File: src/rtl/mux_nx1_rr_pkg.sv
// Shared constants and helpers for the N:1 registered stream multiplexer.
// Used by mux_nx1_rr, its interface and its round-robin arbiter.
package mux_pkg;

    localparam logic MODE_FIXED = 1'b0;
    localparam logic MODE_RR    = 1'b1;
    localparam int   XFER_CNT_W = 16;

    // Index width for n items; never below one bit so a 1-bit select is always legal.
    function automatic int clog2_safe(input int n);
        int r;
        r = $clog2(n);
        if (r < 1) begin
            r = 1;
        end else begin
            r = r;
        end
        return r;
    endfunction

endpackage

File: src/rtl/mux_nx1_rr_if.sv
// Stream bundle between N producers, the multiplexer and one consumer.
// slave = multiplexer side, master = producer/consumer side.
interface mux_nx1_rr_if #(
    parameter int WIDTH = 8,
    parameter int NCH   = 4
);

    logic [NCH*WIDTH-1:0]                 in_data;
    logic [NCH-1:0]                       in_valid;
    logic [NCH-1:0]                       in_ready;
    logic [WIDTH-1:0]                     out_data;
    logic                                 out_valid;
    logic                                 out_ready;
    logic [mux_pkg::clog2_safe(NCH)-1:0]  out_ch;

    modport slave (
        input  in_data,
        input  in_valid,
        output in_ready,
        output out_data,
        output out_valid,
        input  out_ready,
        output out_ch
    );

    modport master (
        output in_data,
        output in_valid,
        input  in_ready,
        input  out_data,
        input  out_valid,
        output out_ready,
        input  out_ch
    );

endinterface

File: src/rtl/mux_nx1_rr_arbiter.sv
// Combinational round-robin grant: first requester at or above ptr, wrapping
// from NCH-1 back to 0.
module rr_arbiter
    import mux_pkg::*;
#(
    parameter  int NCH   = 4,
    localparam int SEL_W = clog2_safe(NCH)
) (
    input  logic [NCH-1:0]   req,
    input  logic [SEL_W-1:0] ptr,
    output logic [NCH-1:0]   gnt_onehot,
    output logic [SEL_W-1:0] gnt_idx,
    output logic             any_gnt
);

    logic [SEL_W:0]   sum_s;
    logic [SEL_W-1:0] idx_s;
    logic             found_s;

    // Scan the NCH positions in priority order starting from ptr.
    always_comb begin
        gnt_onehot = '0;
        gnt_idx    = '0;
        any_gnt    = 1'b0;
        found_s    = 1'b0;
        sum_s      = '0;
        idx_s      = '0;
        for (int k = 0; k < NCH; k++) begin
            sum_s = {1'b0, ptr} + (SEL_W+1)'(k);
            if (sum_s >= (SEL_W+1)'(NCH)) begin
                sum_s = sum_s - (SEL_W+1)'(NCH);
            end else begin
                sum_s = sum_s;
            end
            idx_s = sum_s[SEL_W-1:0];
            if (!found_s && req[idx_s]) begin
                found_s           = 1'b1;
                gnt_onehot[idx_s] = 1'b1;
                gnt_idx           = idx_s;
                any_gnt           = 1'b1;
            end else begin
                found_s = found_s;
            end
        end
    end

endmodule

File: src/rtl/mux_nx1_rr.sv
// Registered N:1 valid/ready stream multiplexer with fixed-select and round-robin modes.
// Optional MUX_STATS_EN adds a saturating 16-bit output-transfer counter port xfer_cnt.
module mux_nx1_rr
    import mux_pkg::*;
#(
    parameter  int WIDTH = 8,
    parameter  int NCH   = 4,
    localparam int SEL_W = clog2_safe(NCH)
) (
    input  logic             clk,
    input  logic             rst,
    input  logic             mode,
    input  logic [SEL_W-1:0] sel,
    mux_nx1_rr_if.slave      bus
`ifdef MUX_STATS_EN
    ,
    output logic [XFER_CNT_W-1:0] xfer_cnt
`endif
);

    logic [NCH-1:0]   arb_onehot_s;
    logic [SEL_W-1:0] arb_idx_s;
    logic             arb_any_s;

    logic             can_load_s;
    logic [NCH-1:0]   in_ready_s;
    logic [SEL_W-1:0] gnt_idx_s;
    logic             load_s;
    logic             drain_s;
    logic [WIDTH-1:0] sel_data_s;

    logic [WIDTH-1:0] out_data_q,  out_data_d;
    logic [SEL_W-1:0] out_ch_q,    out_ch_d;
    logic             out_valid_q, out_valid_d;
    logic [SEL_W-1:0] rr_ptr_q,    rr_ptr_d;

    rr_arbiter #(.NCH(NCH)) u_arb (
        .req        (bus.in_valid),
        .ptr        (rr_ptr_q),
        .gnt_onehot (arb_onehot_s),
        .gnt_idx    (arb_idx_s),
        .any_gnt    (arb_any_s)
    );

    assign can_load_s = !out_valid_q || bus.out_ready;
    assign drain_s    = out_valid_q && bus.out_ready;

    // Ready steering: only the chosen channel may see can_load; nothing is ready in reset.
    always_comb begin
        in_ready_s = '0;
        gnt_idx_s  = '0;
        if (rst) begin
            in_ready_s = '0;
        end else if (mode == MODE_RR) begin
            gnt_idx_s = arb_idx_s;
            if (arb_any_s) begin
                in_ready_s = arb_onehot_s & {NCH{can_load_s}};
            end else begin
                in_ready_s = '0;
            end
        end else begin
            gnt_idx_s = sel;
            if (int'(sel) < NCH) begin
                in_ready_s[sel] = can_load_s;
            end else begin
                in_ready_s = '0;
            end
        end
    end

    assign load_s = |(in_ready_s & bus.in_valid);

    // Data path select for the granted channel.
    always_comb begin
        sel_data_s = '0;
        for (int i = 0; i < NCH; i++) begin
            if (gnt_idx_s == SEL_W'(i)) begin
                sel_data_s = bus.in_data[i*WIDTH +: WIDTH];
            end else begin
                sel_data_s = sel_data_s;
            end
        end
    end

    // Next state of the output slot and the round-robin pointer.
    always_comb begin
        out_data_d  = out_data_q;
        out_ch_d    = out_ch_q;
        out_valid_d = out_valid_q;
        rr_ptr_d    = rr_ptr_q;
        if (load_s) begin
            out_data_d  = sel_data_s;
            out_ch_d    = gnt_idx_s;
            out_valid_d = 1'b1;
        end else if (drain_s) begin
            out_valid_d = 1'b0;
        end else begin
            out_valid_d = out_valid_q;
        end
        // The pointer only advances on round-robin grants so fixed-mode traffic leaves it untouched.
        if (load_s && (mode == MODE_RR)) begin
            if (int'(gnt_idx_s) == NCH - 1) begin
                rr_ptr_d = '0;
            end else begin
                rr_ptr_d = gnt_idx_s + SEL_W'(1);
            end
        end else begin
            rr_ptr_d = rr_ptr_q;
        end
    end

    // Output slot and pointer registers.
    always_ff @(posedge clk) begin
        if (rst) begin
            out_data_q  <= '0;
            out_ch_q    <= '0;
            out_valid_q <= 1'b0;
            rr_ptr_q    <= '0;
        end else begin
            out_data_q  <= out_data_d;
            out_ch_q    <= out_ch_d;
            out_valid_q <= out_valid_d;
            rr_ptr_q    <= rr_ptr_d;
        end
    end

    assign bus.in_ready  = in_ready_s;
    assign bus.out_data  = out_data_q;
    assign bus.out_ch    = out_ch_q;
    assign bus.out_valid = out_valid_q;

`ifdef MUX_STATS_EN
    logic [XFER_CNT_W-1:0] xfer_cnt_q, xfer_cnt_d;

    // Saturating count of output transfers.
    always_comb begin
        xfer_cnt_d = xfer_cnt_q;
        if (drain_s && (xfer_cnt_q != {XFER_CNT_W{1'b1}})) begin
            xfer_cnt_d = xfer_cnt_q + XFER_CNT_W'(1);
        end else begin
            xfer_cnt_d = xfer_cnt_q;
        end
    end

    // Transfer counter register.
    always_ff @(posedge clk) begin
        if (rst) begin
            xfer_cnt_q <= '0;
        end else begin
            xfer_cnt_q <= xfer_cnt_d;
        end
    end

    assign xfer_cnt = xfer_cnt_q;
`endif

endmodule
File: src/flat_wrapper.sv
// flat-port wrapper written by rule: the top's interface ports become plain ports
module mux_nx1_rr_flat import mux_pkg::*;
#(
    parameter  int WIDTH = 8,
    parameter  int NCH   = 4,
    localparam int SEL_W = clog2_safe(NCH)
)
  (clk, rst, mode, sel, bus_in_data, bus_in_valid, bus_in_ready, bus_out_data, bus_out_valid, bus_out_ready, bus_out_ch);
  mux_nx1_rr_if #(.WIDTH(WIDTH), .NCH(NCH)) bus_i ();
  input  logic clk;
  input  logic rst;
  input  logic mode;
  input  logic [SEL_W-1:0] sel;
  input wire logic [$bits(bus_i.in_data)-1:0] bus_in_data;
  input wire logic [$bits(bus_i.in_valid)-1:0] bus_in_valid;
  output wire logic [$bits(bus_i.in_ready)-1:0] bus_in_ready;
  output wire logic [$bits(bus_i.out_data)-1:0] bus_out_data;
  output wire logic [$bits(bus_i.out_valid)-1:0] bus_out_valid;
  input wire logic [$bits(bus_i.out_ready)-1:0] bus_out_ready;
  output wire logic [$bits(bus_i.out_ch)-1:0] bus_out_ch;
  assign bus_i.in_data = bus_in_data;
  assign bus_i.in_valid = bus_in_valid;
  assign bus_in_ready = bus_i.in_ready;
  assign bus_out_data = bus_i.out_data;
  assign bus_out_valid = bus_i.out_valid;
  assign bus_i.out_ready = bus_out_ready;
  assign bus_out_ch = bus_i.out_ch;
  mux_nx1_rr #(.WIDTH(WIDTH), .NCH(NCH)) u_core (.clk(clk), .rst(rst), .mode(mode), .sel(sel), .bus(bus_i));
endmodule
File: config.mk
export PLATFORM = sky130hd
export DESIGN_NAME = mux_nx1_rr_flat
export DESIGN_NICKNAME = d
export VERILOG_FILES = /design/src/rtl/mux_nx1_rr_pkg.sv /design/src/rtl/mux_nx1_rr_if.sv /design/src/rtl/mux_nx1_rr_arbiter.sv /design/src/rtl/mux_nx1_rr.sv /design/src/flat_wrapper.sv
export SDC_FILE = /design/constraint.sdc
export NUM_CORES = 1
export LEC_CHECK = 0
export ABC_AREA = 1
export BUFFER_PORTS_ARGS = -buffer_cell sky130_fd_sc_hd__buf_2
export CAP_MARGIN = 30
export CORE_MARGIN = 1.5
export CORE_UTILIZATION = 50
export CTS_CLUSTER_SIZE = 24
export DETAILED_ROUTE_END_ITERATION = 16
export PLACE_DENSITY = 0.81
export SLEW_MARGIN = 10
export SYNTH_ARGS = -nofsm -noshare
export SYNTH_HDL_FRONTEND = slang
export SYNTH_SLANG_ARGS = --single-unit
export TNS_END_PERCENT = 20
File: constraint.sdc
create_clock -name clk -period 4.3 [get_ports clk]
set_input_delay 0.43 -clock clk [delete_from_list [all_inputs] [get_ports clk]]
set_output_delay 0.43 -clock clk [all_outputs]
set_load 0.05 [all_outputs]
Word-level counts from Yosys, hierarchy flattened
Index checks and enable logic that the tools add are counted.
- output and inout port bits: 15
- input port bits: 42
- bits in registers: 13
- logic and storage cells: 100
- muxes and demuxes: 46
- reductions and logical operators: 18
- add/sub/neg operators: 8
- magnitude comparators: 14
- eq/ne operators: 4
- bitwise logic cells: 6
- operator list (operator ; number):
    2-to-1 mux 8 bit ; 4
    2-to-1 mux 4 bit ; 7
    2-to-1 mux 2 bit ; 11
    < comparator 2 x 3 -> 1 bit, second input constant ; 5
    2-to-1 mux 1 bit ; 15
    bitwise AND 4 bit ; 3
    bitwise OR 4 bit ; 3
    demux 1 bit (select 2 bit) ; 5
    greater-or-equal comparator 2 x 1 -> 1 bit, second input constant ; 5
    logical AND 1 bit ; 10
    greater-or-equal comparator 3 bit, second input constant ; 3
    binary-select mux 1 bit (select 2 bit) ; 4
    subtractor 2 x 1 -> 2 bit, second input constant ; 4
    adder 2 x 2 -> 3 bit, second input constant ; 2
    equality test 2 x 1 -> 1 bit, second input constant ; 2
    equality test 2 bit, second input constant ; 2
    logical NOT 1 bit ; 4
    OR reduction 4 bit ; 1
    adder 2 x 1 -> 3 bit, second input constant ; 1
    greater-or-equal comparator 2 x 3 -> 1 bit, second input constant ; 1
    adder 2 x 1 -> 2 bit, second input constant ; 1
    logical NOT 2 bit ; 1
    nonzero test 2 bit ; 1
    logical OR 1 bit ; 1

Depth between registers and ports, before layout
Gate-level depths: netlist of the first run.
- depth in word-level cells: 21
- depth in mapped cells: 23

By module
Synthesis of the first run repeated with hierarchy kept, for this count alone.
- cell total of the unflattened synthesis: 231
- area total of the unflattened synthesis: 1440.1 um2
- by module, submodules not included (module ; area an instance (um2) ; seq. area each (um2) ; cells an instance ; times used):
    mux_nx1_rr ; 999.7 ; 260.2 ; 157 ; 1
    rr_arbiter ; 440.4 ; 0.0 ; 74 ; 1

Worst setup path after synthesis of the first run
Ideal clock, no wire load.
- kind: reg2reg
- from: register u_core.rr_ptr_q[1]
- to: register u_core.out_data_q[0] (netlist: u_core.bus.out_data[0])
- path slack: 1.112 ns
- data required time: 4.187 ns
- data arrival time: 3.074 ns
- clock period less this slack: 3.188 ns
- cell stages (with the launch flop): 24
- cell sequence: dfxtp_1 > inv_1 > ha_1 > inv_1 > nand2_2 > nand2_2 > nor2_8 > nand2_1 > inv_2 > nor2_2 > xor2_1 > nand2_1 > a21oi_1 > o21ai_1 > inv_1 > ha_1 > clkbuf_1 > inv_1 > nand3_1 > nand2_1 > o21ai_0 > o21ai_0 > o21ai_1 > nor2_1
- cells in the longest elaborated chain, start to end: 21
- elaborated cells on any way between the ends: 80
- those cells by class: add/sub (7); order compare (12); eq/ne (3); mux (41); bitwise (5); reduce/logical (12)
- ends and longest elaborated chain (item ; line ; RTL):
    start, declared ; mux_nx1_rr.sv:35 ; logic [SEL_W-1:0] rr_ptr_q, rr_ptr_d;
    start signal, assigned ; mux_nx1_rr.sv:123 ; rr_ptr_q <= rr_ptr_d;
    parallel branches: the longest is 13 deep, another holds adder 2 x 1 -> 3 bit ; - ;
    2-to-1 mux 2 bit * ; mux_nx1_rr_arbiter.sv:36 ; if (!found_s && req[idx_s]) begin
    2-to-1 mux 2 bit * ; mux_nx1_rr.sv:54 ; end else if (mode == MODE_RR) begin
    2-to-1 mux 2 bit * ; mux_nx1_rr.sv:52 ; if (rst) begin
    named net u_core.gnt_idx_s[0] ; mux_nx1_rr.sv:27 ; logic [SEL_W-1:0] gnt_idx_s;
    logical NOT 2 bit ; mux_nx1_rr.sv:77 ; if (gnt_idx_s == SEL_W'(i)) begin
    2-to-1 mux 8 bit (3 in series) ; mux_nx1_rr.sv:77 ;
    2-to-1 mux 8 bit * ; mux_nx1_rr.sv:77 ;
    end signal, assigned ; mux_nx1_rr.sv:120 ; out_data_q <= out_data_d;
    end, declared ; mux_nx1_rr.sv:32 ; logic [WIDTH-1:0] out_data_q, out_data_d;
Mark *: on every way through the listed nets, which the timed path passes. The select of a mux whose other input is x is not followed.
A chain may end at the register's enable or synchronous reset.

Worst setup path in the final report of the first run
- from: register u_core.rr_ptr_q[1]
- to: register u_core.out_data_q[2] (netlist: u_core.bus.out_data[2])
The elaborated chain is that of the path after synthesis.

==> flow_summary.json, run 1 <==
{
  "grt_pass1_vias": 1400,
  "port-buffer-count": 56,
  "min_period_ps": 3640,
  "cp-end-kind": "register",
  "cpMaxStageDelayCell": "dfxtp_1",
  "synth-seq-cells": 13,
  "die_area_um2": 3360,
  "cts_buffer_depth": 2,
  "cts.reportedPaths.clkPinSlew_ps": 80,
  "worstSetupPathType": "register to register",
  "crit_chain": "inv_1 > ha_1 > inv_1 > nand2_2 > nand2_2 > nor2_8 > nand2_1 > inv_2 > nor2_2 > xor2_1 > nand2_1 > a21oi_1 > o21ai_1 > inv_1 > ha_1 > inv_1 > nand3_1 > nand2_1 > o21ai_0 > o21ai_0 > o21ai_1 > nor2_1",
  "setup_ws_ps": 656,
  "dp_hpwl_um": 3030,
  "gp_congestion": 0.963,
  "final_nets": 344,
  "path_buf_inv": 5,
  "cts_buffers": 3,
  "worstReg2RegEnd": "u_core.bus.out_data[2]",
  "rrSetupSlack_ps": 660,
  "synth_top_cell_area_share_pct": 17.2,
  "routed_wire_length_per_instance_um": 11.4,
  "synth_warnings": 0,
  "grt_pass1_wl_um": 6150,
  "drt_iter0_markers": 87,
  "fmax_ghz": 0.274,
  "period_share_pct": 84.7,
  "relSlewSlack_pct": 66.4,
  "powerDensity_nw_per_um2": 333,
  "outcome": "finished clean",
  "cp_top_family": "buffers and inverters",
  "setup_viol": 0,
  "ys_top_cells_by_count": "nand2_1, nand3_1, a21oi_1, inv_1, o21ai_0",
  "antenna_found_initial": 0,
  "crit_path_max_incr_delay_ps": 530,
  "root_buffer": "clkbuf_4",
  "maxCapViolCount": 0,
  "grt_usage_pct": 22.6,
  "synth_top_area_cell": "dfxtp_1",
  "post_cts_buffers": 0,
  "vias_per_cell": 5.30,
  "cts_tree": "done",
  "synthToLayoutAreaGrowth_pct": 19.3,
  "reg2reg_depth": 22,
  "drtPass1Iterations": 4,
  "grt_util_met3_pct": 2.68,
  "ant_nets": 0,
  "whs_path_depth": 2,
  "ctsResizeCount": 0,
  "skew_ps": 11.2,
  "crit_path_max_fanout": 10,
  "syn_inst": 238,
  "drive_gt1_share_pct": 32.2,
  "worstHoldEndpoint": "u_core.bus.out_valid",
  "core_area_um2": 2810,
  "grt-busiest-layer": "met2",
  "io_pins": 57,
  "r2r-start": "u_core.rr_ptr_q[1]",
  "htreeDepth": 1,
  "use_met2_pct": 35.1,
  "n_antenna_cell": 0,
  "post-place-ws_ps": 722,
  "synth_edf_count": 0,
  "total_leakage_power_nw": 0.938,
  "cts_sinks": 13,
  "ys.flop_type": "dfxtp_1",
  "ir_drop_uv": 201,
  "critPathLaunchType": "register",
  "placed_area_um2": 1780,
  "die_h_um": 58.0,
  "arrival_ps": 3820,
  "drt_wl_total_um": 3640,
  "hp-start": "rst",
  "slew_viol_final": 0,
  "hold_viol_final": 0,
  "tns_ps": 0,
  "start_util_pct": 53.9,
  "dr_total_vias": 1696,
  "cp_common_cell": "inv_1",
  "yosysMostFrequentCell": "nand2_1",
  "grt_start_max_net_pins": 17,
  "synth-async-reset-ratio_pct": 0,
  "use_met1_pct": 33.4,
  "synth.net_count": 292,
  "syn_area_per_cell_um2": 6.35,
  "rows": 19,
  "fp.dieW_um": 58.0,
  "postCtsHoldBufs": 0,
  "overflow": 0,
  "yosysUniqueCellTypes": 26,
  "drc": 0,
  "synth_area_um2": 1510,
  "netlist_top_cells_area": "dfxtp_1, nand2_1, ha_1",
  "tightest_slew_ps": 504,
  "required_ps": 4480,
  "ys_seq_area_share_pct": 17.2,
  "clk_latency_ps": 290,
  "final_area_um2": 1800,
  "hold_path_class": "input port to register",
  "rsz0062_at_grt": "false"
}
==> cells by family (layout without fill, tap and decap cells) <==
kind of cell               count (synthesis)  count (layout)  synth area share [%]
buffers and inverters                     33              84                  9.52
and+or+nand+nor                          124             124                  42.7
adders and majority gates                 12              12                  9.93
DFF                                       13              13                  17.2
xor gates and xnor gates                   1               1                 0.580
AOI/OAI and AO/OA                         55              55                  20.0
==> cells in the final DEF (no fill, tap or decap) <==
cell type,n
a21boi_0,8
nand2_2,6
nor2_4,1
nand3_1,28
o21ai_0,17
dfxtp_1,13
nor2_8,1
nand2_1,49
clkbuf_1,1
a21oi_1,19
clkinv_1,1
xor2_1,1
inv_2,5
nor2_1,15
nand4_1,5
nand3_4,2
o21ai_1,9
nand2_4,4
inv_1,18
a21oi_2,2
nand3_2,1
nor2_2,12
buf_2,56
ha_1,12
clkbuf_4,3
==> power by group <==
group	internal [mW]	switching, mW	total (mW)
Sequential	0.140	0.0170	0.157
Clock	0.0361	0.0416	0.0778
Combinational	0.115	0.250	0.365
Total	0.291	0.309	0.600
==> worst max-delay path by stage <==
stage                            start  cells past startpoint                      to
global placement    u_core.rr_ptr_q[1]                     22  u_core.bus.out_data[1]
global route        u_core.rr_ptr_q[1]                     22  u_core.bus.out_data[0]
finish              u_core.rr_ptr_q[1]                     22  u_core.bus.out_data[2]
floorplan           u_core.rr_ptr_q[1]                     23  u_core.bus.out_data[0]
detailed placement  u_core.rr_ptr_q[1]                     22  u_core.bus.out_data[0]
CTS                 u_core.rr_ptr_q[1]                     22  u_core.bus.out_data[0]
==> per-stage QoR <==
step	hold slack, ps	total power [mW]	util, %	std cells
after floorplan	578	0.448	-	238
after global placement	474	0.521	63.3	316
after detailed placement	483	0.522	63.3	316
after CTS	400	0.599	64.3	320
after global routing	407	0.646	64.3	320
final	397	0.600	64.3	320
==> sequential cells by signal, indices dropped and copies added, names as in the netlist <==
name / flops
u_core.bus.out_data: 8
u_core.bus.out_ch: 2
u_core.rr_ptr_q: 2
u_core.bus.out_valid: 1
==> final cells by class <==
type | count | area (um^2)
Clock buffer | 4 | 26.3
Fill cell | 282 | 1000
Inverter | 24 | 90.1
Multi-Input combinational cell | 192 | 1110
Sequential cell | 13 | 260
Tap cell | 31 | 38.8
Timing Repair Buffer | 56 | 280
==> per-layer routing <==
layer	wire length [um]	part of all wire [%]
met1	1730	48
met5	0	0
met3	215	5.9
met2	1640	45
met4	47	1.3
(Power assumes the default switching activity.)
==> inputs of run 2 (changes only) <==
--- a/config.mk
+++ b/config.mk
@@ -5,14 +5,14 @@
 export SDC_FILE = /design/constraint.sdc
 export NUM_CORES = 1
 export LEC_CHECK = 0
-export ABC_AREA = 1
+export ABC_AREA = 0
 export BUFFER_PORTS_ARGS = -buffer_cell sky130_fd_sc_hd__buf_2
 export CAP_MARGIN = 30
 export CORE_MARGIN = 1.5
-export CORE_UTILIZATION = 50
+export CORE_UTILIZATION = 47
 export CTS_CLUSTER_SIZE = 24
 export DETAILED_ROUTE_END_ITERATION = 16
-export PLACE_DENSITY = 0.81
+export PLACE_DENSITY = 0.78
 export SLEW_MARGIN = 10
 export SYNTH_ARGS = -nofsm -noshare
 export SYNTH_HDL_FRONTEND = slang
==> constraint.sdc (replaced) <==
create_clock -name clk -period 3.07 [get_ports clk]
set_input_delay 0.307 -clock clk [delete_from_list [all_inputs] [get_ports clk]]
set_output_delay 0.307 -clock clk [all_outputs]
set_load 0.05 [all_outputs]
==> flow_summary.json, run 2 <==
{
  "grt_usage_pct": 25.1,
  "antenna_found_initial": 0,
  "drt_iter0_markers": 113,
  "die_area_um2": 4110,
  "synth-async-reset-ratio_pct": 0,
  "port-buffer-count": 56,
  "switching_power_mw": 0.527,
  "gp_congestion": 0.918,
  "cts_tree": "done",
  "cts_buffer_depth": 2,
  "dp_hpwl_um": 3810,
  "worstSetupPathType": "register to register",
  "skew_ps": 1.24,
  "pwr-share-comb_pct": 67.0,
  "overflow": 0,
  "ys.flop_type": "dfxtp_1",
  "final_nets": 349,
  "p_int_mw": 0.609,
  "crit_path_max_fanout": 7,
  "synth-seq-cells": 13,
  "syn_area_per_cell_um2": 7.57,
  "slew_viol_final": 0,
  "worstSetupStartpoint": "u_core.rr_ptr_q[1]",
  "required_ps": 3250,
  "netlist_top_cells_area": "dfxtp_1, ha_1, nand2b_1",
  "utilization_pct": 63.8,
  "ys_top_cells_by_count": "nand2b_1, nor2_1, a21oi_1",
  "final_cell_mix": "buf_2, buf_4, nor2_1, nand2b_1",
  "switching_share_pct": 46.4,
  "grt_pass1_vias": 1789,
  "drtPass1Iterations": 4,
  "setup_viol": 0,
  "total_leakage_power_nw": 1.01,
  "synthToLayoutAreaGrowth_pct": 32.1,
  "ant_nets": 0,
  "die_h_um": 64.1,
  "drt_wl_total_um": 5230,
  "htreeDepth": 1,
  "maxCapViolCount": 0,
  "cts_buffers": 3,
  "synth_warnings": 0,
  "rsz0062_at_grt": "true",
  "post-place-ws_ps": -32.9,
  "outcome": "finished clean",
  "clock_power_share_pct": 14.2,
  "p_total_mw": 1.14,
  "cts_sinks": 13,
  "critPathLaunchType": "register",
  "n_antenna_cell": 0,
  "hp-start": "bus_in_data[24]",
  "relSlewSlack_pct": 60.4,
  "core_area_um2": 3630,
  "rows": 22,
  "clk_latency_ps": 250,
  "synth_area_um2": 1760,
  "r2r-start": "u_core.rr_ptr_q[1]",
  "vias_per_cell": 5.88,
  "cts.reportedPaths.clkPinSlew_ps": 60,
  "io_pins": 57,
  "period_share_pct": 97.5,
  "synth.net_count": 286,
  "fmax_ghz": 0.334,
  "powerDensity_nw_per_um2": 489,
  "largest_reg_flops": 8,
  "seqPwrFrac_pct": 18.8,
  "synth_edf_count": 0,
  "synth_top_cell_area_share_pct": 14.8,
  "synth_top_area_cell": "dfxtp_1",
  "cp-end-kind": "register",
  "nFillCells": 351,
  "final_common_cell": "buf_2",
  "drive_gt1_share_pct": 35.4,
  "tightest_slew_ps": 585,
  "grt_start_max_net_pins": 34,
  "hold_path_class": "input port to register",
  "fp.dieW_um": 64.1,
  "ir_drop_uv": 289,
  "arrival_ps": 3180,
  "min_period_ps": 2990,
  "routed_wire_length_per_instance_um": 15.3,
  "syn_inst": 232,
  "setup_ws_ps": 75.5,
  "yosysUniqueCellTypes": 51,
  "hold_viol_final": 0,
  "placed_area_um2": 2190,
  "grt_pass1_wl_um": 8380,
  "root_buffer": "clkbuf_8",
  "final_area_um2": 2320,
  "drc": 0,
  "start_util_pct": 48.3,
  "tns_ps": 0,
  "dr_total_vias": 2010,
  "ys_seq_area_share_pct": 14.8
}
## run 2: routing by layer
layer  global-route usage (%)  wire, um
met1                     34.9      2370
met3                     3.17       248
met2                     40.9      2530
met4                     6.38        76
met5                        0         0
## run 2: kinds of logic after synthesis
kind of cell	synth area share, %
buf+inv	8.47
fa+ha+maj	8.55
simple gates	28.2
compound gates	31.3
mux	8.69
flops	14.8
## run 2: final cells by class
cell class / count / area [um^2] / share of cell area [%]
multi-input combinational: 185 / 1420 / 61.3
timing repair buffer: 79 / 478 / 20.6
sequential: 13 / 265 / 11.4
tap: 48 / 60.1 / 2.59
inverter: 13 / 48.8 / 2.10
clock buffer: 3 / 41.3 / 1.78
clock inverter: 1 / 5.00 / 0.216
## run 2: through the flow
step                hold slack [ps]  std cells
floorplan                       570        232
global placement                451        332
detailed placement              454        332
CTS                             469        336
global route                    491        342
finish                          451        342
## run 2: path summary, 6_finish.rpt
path,end,slack (ps),cells past startpoint
setup / recovery,u_core.bus.out_data[5],80,13
hold / removal,u_core.bus.out_data[0],450,5
setup reg to reg,u_core.bus.out_data[5],80,13
hold reg to reg,u_core.bus.out_data[2],470,2
## run 2: critical path, stage by stage (launching register included)
cell	delay, ps
dfxtp_2	350
mux4_2	550
or3_1	370
o21ai_1	100
a2bb2oi_2	220
a211oi_4	100
inv_1	110
ha_2	180
nor2b_4	220
a221oi_1	110
nor3_1	140
a21oi_1	70
a311o_1	310
o21ai_1	80
## run 2: power by group through the flow
stage / Combinational (mW) / Clock, mW / Sequential, mW
after global placement: 0.683 / 0 / 0.220
after CTS: 0.699 / 0.163 / 0.217
final: 0.761 / 0.161 / 0.214
after floorplan: 0.430 / 0 / 0.302
after global routing: 0.819 / 0.170 / 0.216
after detailed placement: 0.696 / 0 / 0.220
## run 2: what timing repair did
action	CTS	global route
endpoints found under the hold margin	0	0
setup endpoints to repair	7	10
setup buffers	0	6
gates resized for setup	1	8
pin swaps	0	5
hold buffers	0	0
